**src/rtl/cpu_pkg.sv**
```systemverilog
// Shared CPU datapath constants: widths, register count and ALU op codes
// used by the decoder, the operand stage and the ALU.
package cpu_pkg;

   localparam int DATA_W  = 32;
   localparam int OP_W    = 3;
   localparam int REG_CNT = 8;
   localparam int REG_AW  = $clog2(REG_CNT);

   localparam logic [OP_W-1:0] OP_PASS_A = 3'd0;
   localparam logic [OP_W-1:0] OP_ADD    = 3'd1;
   localparam logic [OP_W-1:0] OP_SUB    = 3'd2;
   localparam logic [OP_W-1:0] OP_AND    = 3'd3;
   localparam logic [OP_W-1:0] OP_OR     = 3'd4;
   localparam logic [OP_W-1:0] OP_XOR    = 3'd5;
   localparam logic [OP_W-1:0] OP_SLL    = 3'd6;
   localparam logic [OP_W-1:0] OP_SRL    = 3'd7;

endpackage

```
**src/rtl/cpu_regfile.sv**
```systemverilog
// Architectural register file: two async read ports, one sync write port.
// Register 0 is hardwired to zero; writes to it are dropped.
module cpu_regfile
   import cpu_pkg::*;
#(
   parameter  int DATA_W  = cpu_pkg::DATA_W,
   parameter  int REG_CNT = cpu_pkg::REG_CNT,
   localparam int AW      = $clog2(REG_CNT)
) (
   input  logic              clk,
   input  logic              rst_n,
   input  logic [AW-1:0]     ra,
   input  logic [AW-1:0]     rb,
   output logic [DATA_W-1:0] rd_a,
   output logic [DATA_W-1:0] rd_b,
   input  logic              we,
   input  logic [AW-1:0]     wa,
   input  logic [DATA_W-1:0] wd
);

   logic [DATA_W-1:0] regs [REG_CNT];

   always_ff @(posedge clk or negedge rst_n) begin
      if (!rst_n) begin
         for (int i = 0; i < REG_CNT; i++) regs[i] <= '0;
      end else if (we && wa != '0) begin
         regs[wa] <= wd;
      end
   end

   assign rd_a = (ra == '0) ? '0 : regs[ra];
   assign rd_b = (rb == '0) ? '0 : regs[rb];

endmodule

```
**src/rtl/alu_operand_stage.sv**
```systemverilog
// Issue stage ahead of the ALU: regfile read, RAW scoreboard, output register.
// Define ALU_OPERAND_BYPASS_EN to forward same-cycle write-back into operands.
module alu_operand_stage
   import cpu_pkg::*;
#(
   parameter  int DATA_W  = cpu_pkg::DATA_W,
   parameter  int REG_CNT = cpu_pkg::REG_CNT,
   parameter  int OP_W    = cpu_pkg::OP_W,
   localparam int AW      = $clog2(REG_CNT)
) (
   input  logic              clk,
   input  logic              rst_n,
   input  logic              in_valid,
   output logic              in_ready,
   input  logic [OP_W-1:0]   in_op,
   input  logic [AW-1:0]     in_ra,
   input  logic [AW-1:0]     in_rb,
   input  logic [AW-1:0]     in_rd,
   input  logic              in_use_imm,
   input  logic [DATA_W-1:0] in_imm,
   output logic              out_valid,
   input  logic              out_ready,
   output logic [DATA_W-1:0] src_a,
   output logic [DATA_W-1:0] src_b,
   output logic [OP_W-1:0]   op,
   output logic [AW-1:0]     out_rd,
   input  logic              wb_en,
   input  logic [AW-1:0]     wb_rd,
   input  logic [DATA_W-1:0] wb_data
);

   logic [REG_CNT-1:0] busy, busy_eff, busy_nxt;
   logic [DATA_W-1:0]  rf_a, rf_b, opnd_a, opnd_b;
   logic               wb_live, hazard, accept;

   cpu_regfile #(.DATA_W(DATA_W), .REG_CNT(REG_CNT)) u_rf (
      .clk   (clk),
      .rst_n (rst_n),
      .ra    (in_ra),
      .rb    (in_rb),
      .rd_a  (rf_a),
      .rd_b  (rf_b),
      .we    (wb_en),
      .wa    (wb_rd),
      .wd    (wb_data)
   );

   assign wb_live = wb_en && (wb_rd != '0);

   // With forwarding, a register being written back this cycle is already usable.
   always_comb begin
      busy_eff = busy;
`ifdef ALU_OPERAND_BYPASS_EN
      if (wb_live) busy_eff[wb_rd] = 1'b0;
`endif
   end

   assign hazard   = (busy_eff[in_ra] && in_ra != '0) ||
                     (!in_use_imm && busy_eff[in_rb] && in_rb != '0);
   assign in_ready = (!out_valid || out_ready) && !hazard;
   assign accept   = in_valid && in_ready;

   always_comb begin
      opnd_a = rf_a;
      opnd_b = in_use_imm ? in_imm : rf_b;
`ifdef ALU_OPERAND_BYPASS_EN
      if (wb_live && wb_rd == in_ra) opnd_a = wb_data;
      if (wb_live && !in_use_imm && wb_rd == in_rb) opnd_b = wb_data;
`endif
   end

   // Set after clear: a new writer issued alongside an old write-back stays pending.
   always_comb begin
      busy_nxt = busy;
      if (wb_live) busy_nxt[wb_rd] = 1'b0;
      if (accept && in_rd != '0) busy_nxt[in_rd] = 1'b1;
      busy_nxt[0] = 1'b0;
   end

   always_ff @(posedge clk or negedge rst_n) begin
      if (!rst_n) busy <= '0;
      else        busy <= busy_nxt;
   end

   always_ff @(posedge clk or negedge rst_n) begin
      if (!rst_n) begin
         out_valid <= 1'b0;
         src_a     <= '0;
         src_b     <= '0;
         op        <= '0;
         out_rd    <= '0;
      end else if (accept) begin
         out_valid <= 1'b1;
         src_a     <= opnd_a;
         src_b     <= opnd_b;
         op        <= in_op;
         out_rd    <= in_rd;
      end else if (out_ready) begin
         out_valid <= 1'b0;
      end
   end

endmodule

```
**config.mk**
```make
export PLATFORM = sky130hd
export DESIGN_NAME = alu_operand_stage
export DESIGN_NICKNAME = d
export VERILOG_FILES = /design/src/rtl/cpu_pkg.sv /design/src/rtl/cpu_regfile.sv /design/src/rtl/alu_operand_stage.sv
export SDC_FILE = /design/constraint.sdc
export NUM_CORES = 1
export LEC_CHECK = 0
export BUFFER_PORTS_ARGS = -buffer_cell sky130_fd_sc_hd__buf_4
export CAP_MARGIN = 20
export CORE_UTILIZATION = 59
export DETAILED_ROUTE_END_ITERATION = 12
export PLACE_DENSITY = 0.88
export SETUP_SLACK_MARGIN = 0.3
export SLEW_MARGIN = 40
export SYNTH_ARGS = -nofsm -noshare
export SYNTH_HDL_FRONTEND = slang
export SYNTH_SLANG_ARGS = --single-unit
```
**constraint.sdc**
```tcl
create_clock -name clk -period 2.2 [get_ports clk]
set_input_delay 0 -clock clk [delete_from_list [all_inputs] [get_ports clk]]
set_output_delay 0 -clock clk [all_outputs]
set_load 0.05 [all_outputs]
```
== Yosys cells after proc, flatten, opt, wreduce, memory -nomap -nowiden ==
Index checks and enable logic that the tools add are counted.
Word-level totals
  register bits after elaboration: 334
  bits of input ports: 85
  output and inout port bits: 72
Cells by class
  order comparisons: 10
  multiplexer cells: 24
  bitwise logic cells: 6
  reduce and logical (&&, ||, !) cells: 22
Operator list (count)
  $bwmux 256: 1
  $mux 32: 8
  $bmux 32 s3: 2
  $demux 32 s3: 1
  $lt 3x4->1 const B: 4
  $mux 8: 2
  $ge 4x4->1 const B: 3
  $not 3->4: 3
  $reduce_bool 3->1: 4
  $logic_and 1x1->1: 10
  $and 8x8->8: 1
  $not 8->8: 1
  $or 8x8->8: 1
  $bmux 1 s3: 2
  $demux 1 s3: 2
  $ge 3x1->1 const B: 2
  $logic_not 3->1: 2
  $mux 1: 6
  $lt 4x1->1 const B: 1
  $logic_not 1->1: 3
  $logic_or 1x1->1: 2
  $reduce_bool 2->1: 1

== Logic depth before layout (Yosys ltp) ==
  depth in word-level cells: 10
  depth in mapped cells: 8

== By module ==
A second synthesis with hierarchy kept.
Second synthesis, totals
  cells, all modules: 1105
  area total of the unflattened synthesis: 15782.6 µm²
By module, submodules not included
  cpu_regfile: instances 1, cells an instance 872, area each 12258.0 µm², seq. area each 5605.4 µm²
  alu_operand_stage: instances 1, cells an instance 233, area each 3524.6 µm², seq. area each 1951.9 µm²

== Worst setup path before layout ==
Ideal clock, no wire load.
  path kind: register to register
  from: register out_valid
  to: register src_b[20]
  library setup time: 0.127 ns
  arrival time: 1.849 ns
  data required time: 2.073 ns
  path slack: 0.223 ns
  stages on the path, launching flop included: 8
  buffers on the path: 2
  cells stage by stage: dfrtp_1 nor2b_1 a31oi_1 o211ai_2 nor2_4 buf_6 buf_6 mux2_1
Between the ends
  cells in the longest elaborated chain, start to end: 4
RTL lines
  from (decl): RTL line alu_operand_stage.sv:21  | output logic out_valid,
  from (signal assigned): RTL line alu_operand_stage.sv:87  | out_valid <= 1'b0;
  from (signal assigned): RTL line alu_operand_stage.sv:93  | out_valid <= 1'b1;
  from (signal assigned): RTL line alu_operand_stage.sv:99  | out_valid <= 1'b0;
  $logic_not 1->1: RTL line alu_operand_stage.sv:60  | assign in_ready = (!out_valid || out_ready) && !hazard;
  $logic_or 1x1->1: RTL line alu_operand_stage.sv:60
  $logic_and 1x1->1: RTL line alu_operand_stage.sv:60
  $logic_and 1x1->1: RTL line alu_operand_stage.sv:61  | assign accept = in_valid && in_ready;
  to (signal assigned): RTL line alu_operand_stage.sv:95  | src_b <= opnd_b;
  to (decl): RTL line alu_operand_stage.sv:24  | output logic [DATA_W-1:0] src_b,
No other way between the ends.
A chain may end at the register's enable or synchronous reset.

== Final worst setup path ==
  from: register busy[7]
  to: register src_a[24]
Between the ends
  cells in the longest elaborated chain, start to end: 8
RTL lines
  from (decl): RTL line alu_operand_stage.sv:32  | logic [REG_CNT-1:0] busy, busy_eff, busy_nxt;
  from (signal assigned): RTL line alu_operand_stage.sv:82  | else busy <= busy_nxt;
  $bmux 1 s3: RTL line alu_operand_stage.sv:59  | (!in_use_imm && busy_eff[in_rb] && in_rb != '0);
  $mux 1 (not written as such): RTL line alu_operand_stage.sv:59
  $logic_and 1x1->1 (2 in series): RTL line alu_operand_stage.sv:59
  $logic_or 1x1->1 (*): RTL line alu_operand_stage.sv:58  | assign hazard = (busy_eff[in_ra] && in_ra != '0) ||
  $logic_not 1->1 (*): RTL line alu_operand_stage.sv:60
  $logic_and 1x1->1 (*): RTL line alu_operand_stage.sv:60
  $logic_and 1x1->1 (*): RTL line alu_operand_stage.sv:61
  to (signal assigned): RTL line alu_operand_stage.sv:94  | src_a <= opnd_a;
  to (decl): RTL line alu_operand_stage.sv:23  | output logic [DATA_W-1:0] src_a,
Every way passes the cells marked *; elsewhere a longest branch is shown, timed or not. The select of a mux whose other input is x is not followed.

==> results.txt <==
Total negative slack: 0 ps
Max Clock Freq: 473.3 MHz
# IOs: 157
Reg2reg end: src_a[24]
Ys flop type: dfrtp_1
Antenna violations before repair: 1
Max Slew Vio Count: 0
Area growth syn-to-layout: 25.90%
Number of port buffers: 156
Vias in the first global route: 12.60k
Number of setup violations in the final report: 0
Reg area: 7559 um^2
Die Height: 161.6 um
Die Wd: 161.6 um
Synth Net Count: 1217
Yosys warning count: 0
Crit path buffers/inverters: 1
DRC: 0
Syn Inst Count: 1132
CTS sink count: 302
Area after DPL: 16700 um^2
Reg2Reg Depth: 5
Area of the multi-input gates: 7357 um^2
Fin crit share: 96.04%
Htree depth: 1
Crit Path Class: reg -> reg
CP Data Arrival Time: 2540 ps
Async SR Flop Fraction: 100.0%
Type of destination of the critical path: flip-flop
Maximum vdd ir drop: 0.7688 mV
Antenna-violating nets left: 0
Flop-to-flop setup slack: 90 ps
Via count: 11.84k
Detail Placement HPWL: 23.92 mm
DR iter-0 viols: 1441
Clock Skew: 7.570 ps
# fillers: 1400
Status: finished clean
Nets: 1433
DR vias/cell: 6.955
EDFF count, synth: 0
CTS tree: done
Syn Std Cell Area: 15040 um^2
CP Cell Sequence: mux4_2 -> nor2b_4 -> o31ai_4 -> buf_6 -> o41ai_1
Endpoints failing hold: 0
Post-Layout Inst Area: 18930 um^2
RD Place Congestion: 0.8227
Clk_lat worst skew: 560 ps
Tightest Hold Check Type: in -> async
Worst-margin pin slew: 714.8 ps
Headroom to the max-slew limit: 52.25%
Cell family with most CP delay: compound AO/OA/AOI/OAI gates
Most common cell after layout, fill and taps aside: mux2_2
Post-route minimum period: 2113 ps
Seq/Total Area, Yosys: 50.26%
DR WL/cell: 27.35 um
Core Box Area: 25110 um^2
Seq cells post-synth: 302
Critical Path End: src_a[24]
Leak pwr: 8.223 nW
Largest net degree at the start of global routing: 83
Most frequent cells in the layout: mux2_2 (320), dfrtp_1 (301), buf_4 (184), dlygate4sd3_1 (73), mux2i_1 (64)
Layout cells sized above 1: 48.07%
Row cnt: 58
Crit-path max FO: 60
Gr ovfl total: 0
Synth cell types: 36
Max clock buf depth: 3
Max-cap violations: 0
Starting density of the core: 59.89%
Power density over the cells: 1152 nW/um^2
RSZ-0062 raised after global routing: yes
Startpoint types: flip-flop
Root Driver: clkbuf_16
Syn Area/Cell: 13.28 um^2
CTS Buf Count: 31
Global-route wire length before repair: 72.73 mm
Critical Path Stages: 5
Worst Path Required: 2620 ps
Pre-Repair DR Iteration Count: 5
Reg clk slew, reported paths: 60 ps
CP max stage cell: mux4_2
CP startpoint: busy[7]
Reg-to-Reg Start: busy[7]
Routed WL: 46.55 mm
Die ar.: 26130 um^2
Total GRT Usage: 36.28%
Critical Path Max Stage Delay: 500 ps
what timing repair did:
item                       CTS  global route
cloned                       4             0
setup buffers                6             2
hold endpoints to repair   482             0
hold buffers                73             0
gates resized for setup     49            17
pin swaps                    9             3
setup endpoints to repair   71            75
power breakdown:
group	internal (mW)	total [mW]	switching, mW
registers	7.12	8.45	1.34
clock network	3.17	5.39	2.22
logic	3.40	7.98	4.58
total	13.7	21.8	8.13
worst min path at each step:
stage | from | to | depth (start not counted)
finish | rst_n | u_rf.regs[54] | 2
global route | in_use_imm | src_b[4] | 3
CTS | in_use_imm | src_b[3] | 3
detailed placement | rst_n | u_rf.regs[54] | 1
global placement | rst_n | u_rf.regs[54] | 1
floorplan | rst_n | busy[1] | 0
kinds of logic after synthesis:
family	count (synthesis)	share of synthesized area, %
mux	431	34.22
compound gates	200	9.694
simple gates	97	2.896
flops	302	50.26
buf+inv	102	2.937
worst register-to-register path: stages, from the launching register on:
cell     delay, ps
dfrtp_1        400
mux4_2         500
nor2b_4        160
o31ai_4        100
buf_6          300
o41ai_1        530
layer usage:
metal	track usage, %	wire, um
met5	0	0
met2	57.60	22200
met1	47.44	17870
met3	8.064	4585
met4	17.62	1887
flip-flops by register name (all words and copies together), names as in the netlist:
name and cells:
busy 7, src_a 32, out_rd 3, out_valid 1, src_b 32, op 3, u_rf.regs 224
Yosys cell counts (4+ instances only):
| master | instances | area share (%) |
|---|---|---|
| nand2_1 | 35 | 0.87 |
| mux4_2 | 33 | 4.9 |
| buf_4 | 4 | 0.20 |
| buf_1 | 4 | 0.10 |
| o22ai_1 | 30 | 1.2 |
| o41ai_1 | 30 | 1.7 |
| a32o_1 | 4 | 0.27 |
| nor2b_1 | 11 | 0.46 |
| nor2_1 | 33 | 0.82 |
| dfrtp_1 | 302 | 50 |
| nand3_1 | 4 | 0.13 |
| mux2_1 | 14 | 1.0 |
| o21ai_0 | 62 | 2.1 |
| clkbuf_1 | 69 | 1.7 |
| buf_2 | 17 | 0.57 |
| mux2_2 | 320 | 24 |
| inv_1 | 5 | 0.12 |
| a221oi_1 | 60 | 3.5 |
| mux2i_1 | 64 | 4.3 |
final cells by class:
type / count / share of cell area, %
inverters: 5 / 0.09913
diodes: 1 / 0.01322
repair buffers: 280 / 13.46
clock buffers: 45 / 4.745
flip-flops and latches: 302 / 39.92
clock inverters: 11 / 0.7204
well taps: 330 / 2.181
multi-input cells: 728 / 38.86
metrics by stage:
stage | utilization (%) | hold slack (ps) | instances | total power, mW | setup slack [ps]
2_1_floorplan | - | -295.6 | 1132 | 12.99 | 255.1
3_3_place_gp | 66.38 | 34.57 | 1558 | 15.05 | 166.9
3_5_place_dp | 66.50 | 35.49 | 1560 | 15.34 | 104.3
4_1_cts | 74.97 | 16.53 | 1699 | 21.35 | 141.3
5_1_grt | 75.39 | 60.04 | 1701 | 22.47 | 43.92
6_report | 75.40 | 22.63 | 1702 | 21.82 | 87.16
Note: power is estimated with default switching activity, not from simulation.
